[config.mk]
export PLATFORM = sky130hd
export DESIGN_NAME = conv_job_scheduler
export DESIGN_NICKNAME = d
export VERILOG_FILES = /design/src/rtl/conv_job_scheduler.sv
export SDC_FILE = /design/constraint.sdc
export NUM_CORES = 1
export LEC_CHECK = 0
export CAP_MARGIN = 25
export CORE_MARGIN = 5
export CORE_UTILIZATION = 51
export DETAILED_ROUTE_END_ITERATION = 8
export MAX_ROUTING_LAYER = met4
export PLACE_DENSITY_LB_ADDON = 0.3
export SYNTH_ARGS = -nofsm -noshare
export SYNTH_HDL_FRONTEND = slang
export SYNTH_SLANG_ARGS = --single-unit
[constraint.sdc]
create_clock -name clk -period 4.5 [get_ports clk]
set_input_delay 0.9 -clock clk [delete_from_list [all_inputs] [get_ports clk]]
set_output_delay 0.9 -clock clk [all_outputs]
set_load 0.005 [all_outputs]
[src/rtl/conv_job_scheduler.sv]
// Convolution job scheduler: round-robin arbitration of requesters for a single
// conv engine, descriptor validation, kernel then sample fetch from a shared
// buffer, and a drain wait for the engine pipeline before signalling completion.
module conv_job_scheduler #(
  parameter int unsigned DATA_WIDTH = 8,
  parameter int unsigned NUM_PE     = 16,
  parameter int unsigned NUM_REQ    = 4,
  parameter int unsigned ADDR_W     = 6,
  parameter int unsigned DRAIN_CYC  = 18
) (
  input  logic                      clk,
  input  logic                      reset,
  input  logic [NUM_REQ-1:0]        req,
  input  logic [NUM_REQ*ADDR_W-1:0] req_base,
  input  logic [NUM_REQ*5-1:0]      req_klen,
  input  logic [NUM_REQ*ADDR_W-1:0] req_xlen,
  output logic [NUM_REQ-1:0]        grant,
  output logic [NUM_REQ-1:0]        job_done,
  output logic                      job_err,
  output logic                      busy,
  output logic                      mem_rd_en,
  output logic [ADDR_W-1:0]         mem_rd_addr,
  input  logic [DATA_WIDTH-1:0]     mem_rd_data,
  output logic [4:0]                active_pe_count,
  output logic                      kernel_load,
  output logic [DATA_WIDTH-1:0]     kernel_value,
  output logic [DATA_WIDTH-1:0]     x_in,
  output logic                      x_valid,
  input  logic                      y_valid,
  output logic [ADDR_W-1:0]         y_count
);

  localparam int unsigned IdxW = (NUM_REQ > 1) ? $clog2(NUM_REQ) : 1;
  // Wide enough to hold klen + xlen without overflow.
  localparam int unsigned CntW = ((ADDR_W > 5) ? ADDR_W : 5) + 1;
  localparam int unsigned DrnW = $clog2(DRAIN_CYC + 1) + 1;

  typedef enum logic [2:0] {
    StIdle, StArb, StCheck, StLoadK, StStream, StDrain, StDone
  } state_e;

  state_e state_q, state_d;

  logic [NUM_REQ-1:0] grant_q;
  logic [IdxW-1:0]    last_grant_q;
  logic [ADDR_W-1:0]  base_q;
  logic [ADDR_W-1:0]  xlen_q;
  logic [4:0]         klen_q;
  logic               err_q;
  logic [CntW-1:0]    rd_cnt_q;
  logic [DrnW-1:0]    drain_q;
  logic [4:0]         active_pe_q;
  logic [ADDR_W-1:0]  y_count_q;
  logic               kernel_load_q;
  logic               x_valid_q;

  logic               win_found;
  logic [IdxW-1:0]    win_idx;
  logic [IdxW-1:0]    rr_cand;
  logic [NUM_REQ-1:0] win_onehot;
  logic [ADDR_W-1:0]  win_base;
  logic [ADDR_W-1:0]  win_xlen;
  logic [4:0]         win_klen;
  logic [CntW-1:0]    klen_ext;
  logic [CntW-1:0]    xlen_ext;
  logic [CntW-1:0]    last_k;
  logic [CntW-1:0]    last_x;
  logic               desc_bad;
  logic               drain_done;
  logic               in_job;

  // Round-robin search starting one past the previous winner.
  always_comb begin
    win_found = 1'b0;
    win_idx   = '0;
    rr_cand   = '0;
    for (int unsigned i = 1; i <= NUM_REQ; i++) begin
      rr_cand = IdxW'((32'(last_grant_q) + i) % NUM_REQ);
      if (!win_found && req[rr_cand]) begin
        win_found = 1'b1;
        win_idx   = rr_cand;
      end
    end
  end

  // Select the winning requester's descriptor and one-hot grant.
  always_comb begin
    win_onehot = '0;
    win_base   = '0;
    win_klen   = '0;
    win_xlen   = '0;
    for (int unsigned i = 0; i < NUM_REQ; i++) begin
      if (IdxW'(i) == win_idx) begin
        win_onehot[i] = win_found;
        win_base      = req_base[i*ADDR_W +: ADDR_W];
        win_klen      = req_klen[i*5 +: 5];
        win_xlen      = req_xlen[i*ADDR_W +: ADDR_W];
      end
    end
  end

  assign klen_ext   = CntW'(klen_q);
  assign xlen_ext   = CntW'(xlen_q);
  assign last_k     = klen_ext - CntW'(1);
  assign last_x     = klen_ext + xlen_ext - CntW'(1);
  assign desc_bad   = (klen_q == 5'd0) || (klen_ext > CntW'(NUM_PE)) || (xlen_ext < klen_ext);
  // A y_valid at or past the threshold keeps us waiting for the engine to go quiet.
  assign drain_done = (drain_q >= DrnW'(DRAIN_CYC)) && !y_valid;
  assign in_job     = (state_q == StLoadK) || (state_q == StStream) || (state_q == StDrain);

  // State register.
  always_ff @(posedge clk) begin
    if (!reset) begin
      state_q <= StIdle;
    end else begin
      state_q <= state_d;
    end
  end

  // Next-state decode.
  always_comb begin
    state_d = state_q;
    unique case (state_q)
      StIdle:   if (|req) state_d = StArb;
      StArb:    state_d = win_found ? StCheck : StIdle;
      StCheck:  state_d = desc_bad ? StDone : StLoadK;
      StLoadK:  if (rd_cnt_q == last_k) state_d = StStream;
      StStream: if (rd_cnt_q == last_x) state_d = StDrain;
      StDrain:  if (drain_done) state_d = StDone;
      StDone:   state_d = (|req) ? StArb : StIdle;
      default:  state_d = StIdle;
    endcase
  end

  // Job datapath: grant/descriptor latch, read counter, drain counter, y counter.
  always_ff @(posedge clk) begin
    if (!reset) begin
      grant_q       <= '0;
      last_grant_q  <= IdxW'(NUM_REQ - 1);
      base_q        <= '0;
      klen_q        <= '0;
      xlen_q        <= '0;
      err_q         <= 1'b0;
      rd_cnt_q      <= '0;
      drain_q       <= '0;
      active_pe_q   <= '0;
      y_count_q     <= '0;
      kernel_load_q <= 1'b0;
      x_valid_q     <= 1'b0;
    end else begin
      // Read data returns one cycle after the strobe, so the engine strobes lag by one.
      kernel_load_q <= (state_q == StLoadK);
      x_valid_q     <= (state_q == StStream);
      case (state_q)
        StArb: begin
          if (win_found) begin
            grant_q      <= win_onehot;
            last_grant_q <= win_idx;
            base_q       <= win_base;
            klen_q       <= win_klen;
            xlen_q       <= win_xlen;
          end
        end
        StCheck: begin
          rd_cnt_q <= '0;
          err_q    <= desc_bad;
          if (!desc_bad) begin
            active_pe_q <= klen_q;
            y_count_q   <= '0;
          end
        end
        StLoadK, StStream: begin
          rd_cnt_q <= rd_cnt_q + CntW'(1);
          drain_q  <= '0;
        end
        StDrain: begin
          if (drain_q < DrnW'(DRAIN_CYC)) drain_q <= drain_q + DrnW'(1);
        end
        StDone: begin
          grant_q <= '0;
          err_q   <= 1'b0;
        end
        default: ;
      endcase
      if (in_job && y_valid && (y_count_q != '1)) y_count_q <= y_count_q + ADDR_W'(1);
    end
  end

  assign grant           = grant_q;
  assign job_done        = (state_q == StDone) ? grant_q : '0;
  assign job_err         = (state_q == StDone) && err_q;
  assign busy            = (state_q != StIdle);
  assign mem_rd_en       = (state_q == StLoadK) || (state_q == StStream);
  // Addresses wrap naturally at 2^ADDR_W.
  assign mem_rd_addr     = mem_rd_en ? (base_q + rd_cnt_q[ADDR_W-1:0]) : '0;
  assign active_pe_count = active_pe_q;
  assign kernel_load     = kernel_load_q;
  assign kernel_value    = kernel_load_q ? mem_rd_data : '0;
  assign x_valid         = x_valid_q;
  assign x_in            = x_valid_q ? mem_rd_data : '0;
  assign y_count         = y_count_q;

endmodule

After elaboration in Yosys (flattened, before gate mapping)
Cells that the tools add are included.
- ROM bits: 0
- bits of input ports: 83
- bits in latches: 0
- register bits: 53
- output and inout port bits: 46
- memories kept: 0
- bits in writable memories: 0
- logic and storage cells: 137
- shift operators: 0
- order comparisons: 8
- multiply operators: 0
- reduce and logical (&&, ||, !) cells: 32
- eq/ne operators: 19
- multiplexer cells: 53
- bitwise gates (word level): 1
- add/sub/neg operators: 11
- div/mod/pow operators: 0
- operator list (operator ; count):
    2-to-1 mux 6 bit ; 13
    case mux 3 bit (7 select lines) ; 1
    2-to-1 mux 5 bit ; 4
    2-to-1 mux 8 bit ; 2
    2-to-1 mux 3 bit ; 5
    == test 7 bit ; 2
    case mux 7 bit (2 select lines) ; 1
    2-to-1 mux 1 bit ; 13
    adder 6 x 1 -> 6 bit, second input constant ; 2
    < comparator 2 x 3 -> 1 bit, second input constant ; 4
    case mux 6 bit (2 select lines) ; 1
    2-to-1 mux 2 bit ; 5
    != test 2 bit, second input constant ; 5
    AND reduction 2 bit ; 5
    nonzero test 2 bit ; 5
    == test 3 bit, second input constant ; 3
    binary-select mux 1 bit (select 2 bit) ; 4
    2-to-1 mux 4 bit ; 2
    case mux 4 bit (2 select lines) ; 1
    adder 5 x 6 -> 7 bit ; 1
    adder 7 x 1 -> 7 bit, second input constant ; 1
    logical AND 1 bit ; 7
    subtractor 7 x 1 -> 7 bit, second input constant ; 1
    adder 6 bit ; 1
    other kinds (24) ; 35

Logic depth before layout (Yosys ltp)
Gate-level depths: netlist of the first run.
- depth in word-level cells: 18
- gate-level depth with buffers: 12
- gate-level depth less buffers: 12

Least setup slack after synthesis of the first run
OpenSTA, ideal clock, no wires.
- kind: input to register
- start: input req[3]
- end: register xlen_q[4]
- buffers on the path: 3
- library setup time: 132 ps
- data required time: 4368 ps
- arrival time: 2358 ps
- setup slack: 2010 ps
- stages: 9
- cell sequence: nor2b_1 -> o21a_1 -> buf_2 -> or3_1 -> buf_4 -> buf_6 -> a211oi_2 -> a311o_1 -> a21oi_1
- cells in the longest elaborated chain, start to end: 17
- elaborated cells on any way between the ends: 31
- ends and longest elaborated chain (element ; line ; text):
    start, declared ; 13 ; input logic [NUM_REQ-1:0] req,
    binary-select mux 1 bit (select 2 bit) ; 79 ; if (!win_found && req[rr_cand]) begin
    2-to-1 mux 1 bit (implied by the code) ; 79 ;
    2-to-1 mux 1 bit ; 79 ;
    zero test 1 bit ; 79 ;
    logical AND 1 bit ; 79 ;
    2-to-1 mux 1 bit ; 79 ;
    zero test 1 bit ; 79 ;
    logical AND 1 bit ; 79 ;
    2-to-1 mux 1 bit ; 79 ;
    zero test 1 bit ; 79 ;
    logical AND 1 bit ; 79 ;
    2-to-1 mux 2 bit ; 79 ;
    zero test 2 bit ; 93 ; if (IdxW'(i) == win_idx) begin
    2-to-1 mux 6 bit (4 in a row) ; 93 ;
    end signal, assigned ; 161 ; xlen_q <= win_xlen;
    end, declared ; 47 ; logic [ADDR_W-1:0] xlen_q;
Several ways; a longest one is shown, not always the timed one. The select of a mux whose other input is x is not followed.
A chain may end at the register's enable or synchronous reset.

Worst setup path after layout of the first run
- start: register rd_cnt_q[1]
- end: output mem_rd_addr[5]
- cells in the longest elaborated chain, start to end: 2
- ends and longest elaborated chain (element ; line ; text):
    start, declared ; 50 ; logic [CntW-1:0] rd_cnt_q;
    start signal, assigned ; 173 ; rd_cnt_q <= rd_cnt_q + CntW'(1);
    adder 6 bit ; 195 ; assign mem_rd_addr = mem_rd_en ? (base_q + rd_cnt_q[ADDR_W-1:0]) : '0;
    2-to-1 mux 6 bit ; 195 ;
    end, declared ; 22 ; output logic [ADDR_W-1:0] mem_rd_addr,
Every way passes these cells.

==> results of run 1 <==
synth_stat cells (3+ instances only):
| master | count | share of area (%) |
|---|---|---|
| nand2_1 | 67 | 6.3 |
| dfxtp_1 | 53 | 27 |
| nor2_1 | 43 | 4.0 |
| a21oi_1 | 36 | 4.5 |
| clkbuf_1 | 28 | 2.6 |
| and2_1 | 25 | 3.9 |
| ha_1 | 25 | 7.8 |
| inv_1 | 23 | 2.2 |
| xnor2_1 | 18 | 3.9 |
| a311o_1 | 17 | 4.2 |
| nor4b_1 | 17 | 3.7 |
| nand3_1 | 13 | 1.6 |
| a211oi_2 | 12 | 3.7 |
| a211oi_1 | 10 | 1.9 |
| o21ai_0 | 10 | 1.3 |
| nor3_1 | 8 | 1.0 |
| xor2_1 | 8 | 1.8 |
| and3_1 | 7 | 1.1 |
| nor2b_1 | 7 | 1.1 |
| buf_2 | 6 | 0.75 |
| a31oi_1 | 5 | 0.78 |
| mux2i_1 | 5 | 1.3 |
| nand2b_1 | 5 | 0.78 |
| nand3b_1 | 5 | 0.94 |
| a21o_1 | 4 | 0.75 |
| a32oi_1 | 4 | 0.87 |
| nor3b_1 | 3 | 0.56 |
| o21a_1 | 3 | 0.56 |
| o21ai_1 | 3 | 0.37 |
| o31ai_1 | 3 | 0.56 |
| or3_1 | 3 | 0.47 |
power by group:
group / internal, mW / switching [mW]
Combinational: 0.742 / 0.830
Sequential: 0.565 / 0.163
Clock: 0.170 / 0.170
logic make-up (layout without fill, tap and decap cells):
logic type / count (synthesis) / after routing / share of synthesized area (%)
simple gates: 211 / 211 / 27.2
compound gates: 126 / 126 / 23.6
buf+inv: 62 / 169 / 6.47
flops: 53 / 53 / 26.5
fa+ha+maj: 28 / 28 / 9.06
xor+xnor: 26 / 26 / 5.69
mux: 6 / 6 / 1.53
stage by stage:
| stage | area [sq um] | std cells | hold slack, ps | total power [mW] |
|---|---|---|---|---|
| 6_report | 5430 | 721 | 478 | 2.64 |
| 5_1_grt | 5430 | 721 | 506 | 2.87 |
| 4_1_cts | 5420 | 720 | 477 | 2.64 |
| 3_5_place_dp | 5310 | 712 | 462 | 2.29 |
| 3_3_place_gp | 5310 | 712 | 454 | 2.22 |
| 2_1_floorplan | 4000 | 512 | 436 | 1.87 |
cells in the final DEF (no fill, tap or decap), types with 7 or more instances in the layout:
cell and instances:
clkdlybuf4s50_1 128, nand2_1 67, dfxtp_1 53, nor2_1 43, a21oi_1 36, and2_1 25
ha_1 25, inv_1 23, xnor2_1 18, nor4b_1 17, a311o_1 17, nand3_1 13
a211oi_2 12, o21ai_0 10, a211oi_1 10, xor2_1 8, nor2b_1 7, and3_1 7
nor3_1 7, buf_4 7
registers in the layout, indices dropped and copies added, names as in the netlist:
name / cells
kernel_load: 1
err_q: 1
drain_q: 6
active_pe_count: 5
x_valid: 1
rd_cnt_q: 7
grant: 4
y_count: 6
base_q: 6
xlen_q: 6
klen_q: 5
state_q: 3
last_grant_q: 2
path summary, 6_finish.rpt:
path / startpoint / end / slack (ps)
worst max-delay path: rd_cnt_q[1]$_SDFFE_PN0P_ / mem_rd_addr[5] / 1040
worst min-delay path: xlen_q[0]$_SDFFE_PN0P_ / xlen_q[0]$_SDFFE_PN0P_ / 480
worst max register to register: klen_q[2]$_SDFFE_PN0P_ / state_q[0]$_SDFFE_PN0P_ / 1640
worst min register to register: xlen_q[0]$_SDFFE_PN0P_ / xlen_q[0]$_SDFFE_PN0P_ / 480
layer usage:
metal  global-route usage, %  part of all wire [%]  vias to the layer above
met5                       -                     0                        -
met3                    2.90                   3.8                       20
met1                    30.5                    41                     2043
met4                    7.35                   2.3                        0
met2                    42.8                    53                      118
li1                        -                     -                     2033
layout make-up:
| cell class | count | area [sq um] | area share, % |
|---|---|---|---|
| tap | 102 | 128 | 2.35 |
| timing repair buffer | 136 | 1350 | 24.8 |
| inverter | 25 | 93.8 | 1.73 |
| clock inverter | 3 | 47.5 | 0.875 |
| multi-input combinational | 397 | 2690 | 49.5 |
| sequential | 53 | 1060 | 19.5 |
| clock buffer | 5 | 68.8 | 1.27 |
worst min-delay path: cells and delay by family (launching register included):
kind | cells | cell delay, ps
AO/OA/AOI/OAI | 1 | 50
flip-flops | 1 | 330
AND/OR/NAND/NOR | 1 | 50
==> results.sh, run 1 <==
export IMPL_status="completed"
export IMPL_firstDrtPassIters=5
export IMPL_dr_total_vias=4214
export IMPL_post_cts_buffers=0
export IMPL_row_count=32
export IMPL_slew_viol_final=0
export IMPL_cts_tree="yes"
export IMPL_netlist_instances=512
export IMPL_crit_type="flop to output port"
export IMPL_nFillCells=627
export IMPL_first_global_vias=4119
export IMPL_die_area_sq_um=9720
export IMPL_dp_hpwl_um=9330
export IMPL_worstPathMaxFanout=8
export IMPL_ant_nets=0
export IMPL_max_freq_ghz=0.289
export IMPL_utilization_pct=70.7
export IMPL_avgSynthCellArea_sq_um=7.82
export IMPL_drc=0
export IMPL_synthArstFlopShare_pct=0
export IMPL_fin_ws_ps=1040
export IMPL_routedWlPerCell_um=16.6
export IMPL_cts_buffers=5
export IMPL_finalCritPeriodShare_pct=77.0
export IMPL_diodes=0
export IMPL_port_buffer_count=128
export IMPL_synth_nets=622
export IMPL_grt_use_total_pct=24.9
export IMPL_arrival_ps=2560
export IMPL_cp_end_kind="output port"
export IMPL_synth_seq_cells=53
export IMPL_cp_depth=8
export IMPL_worst_pin_slew_ps=852
export IMPL_cts_root_buffer="clkbuf_8"
export IMPL_finalSetupViolations=0
export IMPL_via_per_inst=5.84
export IMPL_worstPathCellList="ha_1 -> a21o_1 -> a21oi_1 -> o21bai_1 -> a21oi_1 -> xnor2_1 -> nor2_1 -> clkdlybuf4s50_1"
export IMPL_final_hold_viol_count=0
export IMPL_max_stage_delay_ps=570
export IMPL_rsz0062_at_grt="no"
export IMPL_clockBufferDepth=2
export IMPL_clkLatencyLatePin_ps=310
export IMPL_grt_max_degree=37
export IMPL_cp_common_cell="a21oi_1"
export IMPL_pwr_density_cell_nw_per_um2=486
export IMPL_cts_num_sinks=53
export IMPL_path_buf_inv=1
export IMPL_pre_cts_ws_ps=892
export IMPL_final_setup_tns_ps=0
export IMPL_whs_path_depth=2
export IMPL_core_sq_um=7690
export IMPL_slew_headroom_pct=43.2
export IMPL_critPathSlowestCell="dfxtp_1"
export IMPL_path_delay_family="compound AO/OA/AOI/OAI gates"
export IMPL_grt_pass1_wl_um=19600
export IMPL_netlist_area_sq_um=4000
export IMPL_cp_start_kind="flop"
export IMPL_cts_resized=0
export IMPL_antenna_found_initial=0
export IMPL_fin_nets=728
export IMPL_fin_skew_ps=8.93
export IMPL_hold_path_class="flop to flop"
export IMPL_cap_violations=0
export IMPL_synth_seq_area_share_pct=26.5
export IMPL_area_growth_pct=35.7
export IMPL_fin_crit_ps=3460
export IMPL_drt_wl_total_um=12000
export IMPL_r2r_cells=10
export IMPL_drive_gt1_share_pct=5.82
export IMPL_required_ps=3600
export IMPL_dieHeight_um=98.6
export IMPL_peakVddDrop_mv=0.301
export IMPL_htreeDepth=2
export IMPL_ios=129
export IMPL_grt_overflow_total=0
export IMPL_die_width_um=98.6
export IMPL_ys_warn_count=0
export IMPL_hold_buffers=0
export IMPL_clk_pin_slew_ps=100
export IMPL_synthFlopType="dfxtp_1"
export IMPL_initial_core_util_pct=52.1
export IMPL_drtIter0Drc=312
export IMPL_synth_cell_types=61
export IMPL_gp_congestion=0.929
export IMPL_synth_edf_count=0
export IMPL_leakagePower_nw=2.02
(Power assumes the default switching activity.)
==> inputs of run 2 (changes only) <==
CORE_UTILIZATION = 43   (was 51)
clock period = 2.9 ns   (was 4.5 ns; I/O delays follow)
==> results.sh, run 2 (synthesized netlist as in run 1, its figures left out) <==
export IMPL_grt_pass1_wl_um=19400
export IMPL_cp_end_kind="output port"
export IMPL_final_hold_viol_count=0
export IMPL_grt_max_degree=44
export IMPL_port_buffer_count=128
export IMPL_dr_total_vias=4312
export IMPL_final_setup_tns_ps=0
export IMPL_drt_wl_total_um=12400
export IMPL_firstDrtPassIters=5
export IMPL_hold_path_class="flop to flop"
export IMPL_cp_start_kind="flop"
export IMPL_dp_hpwl_um=9650
export IMPL_drc=0
export IMPL_nFillCells=787
export IMPL_area_growth_pct=40.1
export IMPL_grt_overflow_total=0
export IMPL_ios=129
export IMPL_initial_core_util_pct=43.7
export IMPL_crit_type="flop to output port"
export IMPL_peakVddDrop_mv=0.438
export IMPL_die_area_sq_um=11300
export IMPL_drive_gt1_share_pct=9.73
export IMPL_core_sq_um=9150
export IMPL_fin_crit_ps=2750
export IMPL_whs_path_depth=2
export IMPL_worstPathMaxFanout=15
export IMPL_cts_root_buffer="clkbuf_8"
export IMPL_finalSetupViolations=0
export IMPL_max_freq_ghz=0.363
export IMPL_dp_cells=740
export IMPL_drtIter0Drc=202
export IMPL_rsz0062_at_grt="no"
export IMPL_slew_viol_final=0
export IMPL_grt_use_total_pct=21.4
export IMPL_clk_pin_slew_ps=100
export IMPL_clkLatencyLatePin_ps=310
export IMPL_fin_nets=746
export IMPL_gp_congestion=0.891
export IMPL_cts_num_sinks=53
export IMPL_arrival_ps=2170
export IMPL_htreeDepth=2
export IMPL_routedWlPerCell_um=16.6
export IMPL_clockBufferDepth=2
export IMPL_dieHeight_um=106
export IMPL_slew_headroom_pct=65.2
export IMPL_r2r_cells=11
export IMPL_top_register="rd_cnt_q"
export IMPL_cts_resized=3
export IMPL_layout_cells_non_filler=748
export IMPL_finalCritPeriodShare_pct=95.0
export IMPL_layout_commonest_cell="clkdlybuf4s50_1"
export IMPL_row_count=35
export IMPL_die_width_um=106
export IMPL_antenna_found_initial=0
export IMPL_hold_buffers=0
export IMPL_cap_violations=0
export IMPL_status="completed"
export IMPL_worst_pin_slew_ps=523
export IMPL_post_cts_buffers=0
export IMPL_cts_buffers=5
export IMPL_leakagePower_nw=2.15
export IMPL_via_per_inst=5.76
export IMPL_ant_nets=0
export IMPL_required_ps=2320
export IMPL_mostFrequentLayoutCells="clkdlybuf4s50_1, nand2_1, dfxtp_1"
export IMPL_diodes=0
export IMPL_first_global_vias=4214
export IMPL_largest_register_ffs=7
export IMPL_pwr_density_cell_nw_per_um2=754
export IMPL_fin_skew_ps=10.8
export IMPL_cts_tree="yes"
-- run 2: cell count changes in the layout (fill, tap and decap cells not counted), moves of 2 or more --
cell             before  now
buf_12                0    2
dfxtp_1              53   50
dfxtp_2               0    3
buf_4                 7   24
dlymetal6s2s_1        0    2
a21oi_1              36   34
a21oi_2               1    3
clkdlybuf4s50_1     128  126
-- run 2: final timing paths --
kind                                 from                       to  slack, ps
hold / removal     xlen_q[0]$_SDFFE_PN0P_   xlen_q[0]$_SDFFE_PN0P_        470
setup / recovery  state_q[0]$_SDFFE_PN0P_           mem_rd_addr[3]        150
setup reg to reg   klen_q[1]$_SDFFE_PN0P_  state_q[0]$_SDFFE_PN0P_        300
hold reg to reg    xlen_q[0]$_SDFFE_PN0P_   xlen_q[0]$_SDFFE_PN0P_        470
-- run 2: report_power, final --
group,leakage [nW],switching [mW],internal [mW],total (mW)
combinational,1.67,1.46,1.27,2.73
clock,0.0518,0.262,0.199,0.461
sequential,0.431,0.162,0.881,1.04
-- run 2: final cells by class --
cell class	count	area (sq um)	share of cell area, %
clock buffers	6	82.6	1.47
clock inverters	2	17.5	0.312
inverters	25	93.8	1.67
multi-input cells	397	2710	48.2
flip-flops and latches	53	1060	19.0
well taps	111	139	2.48
repair buffers	154	1510	26.9
-- run 2: worst max-delay path, cell delays in order (launching register included) --
cell             delay (ps)
dfxtp_2                 490
and3b_1                 340
a21oi_1                 120
buf_4                   200
nor2_1                  160
clkdlybuf4s50_1         540
-- run 2: layer usage --
| metal | vias to the layer above | track usage (%) | routed length [um] |
|---|---|---|---|
| met5 | - | - | 0 |
| met4 | 0 | 6.30 | 252 |
| met3 | 27 | 2.67 | 511 |
| met2 | 156 | 38.0 | 6330 |
| met1 | 2065 | 25.4 | 5320 |
| li1 | 2064 | - | - |
-- run 2: metrics by stage --
stage	utilization, %	total power [mW]	area [sq um]	worst slack [ps]	hold WS [ps]
final	61.3	4.23	5610	145	467
after floorplan	-	2.89	4000	469	436
after CTS	61.1	4.20	5590	9.18	469
after detailed placement	59.9	3.73	5480	119	455
after global placement	59.9	3.62	5480	242	453
after global routing	61.3	4.55	5610	28.3	504
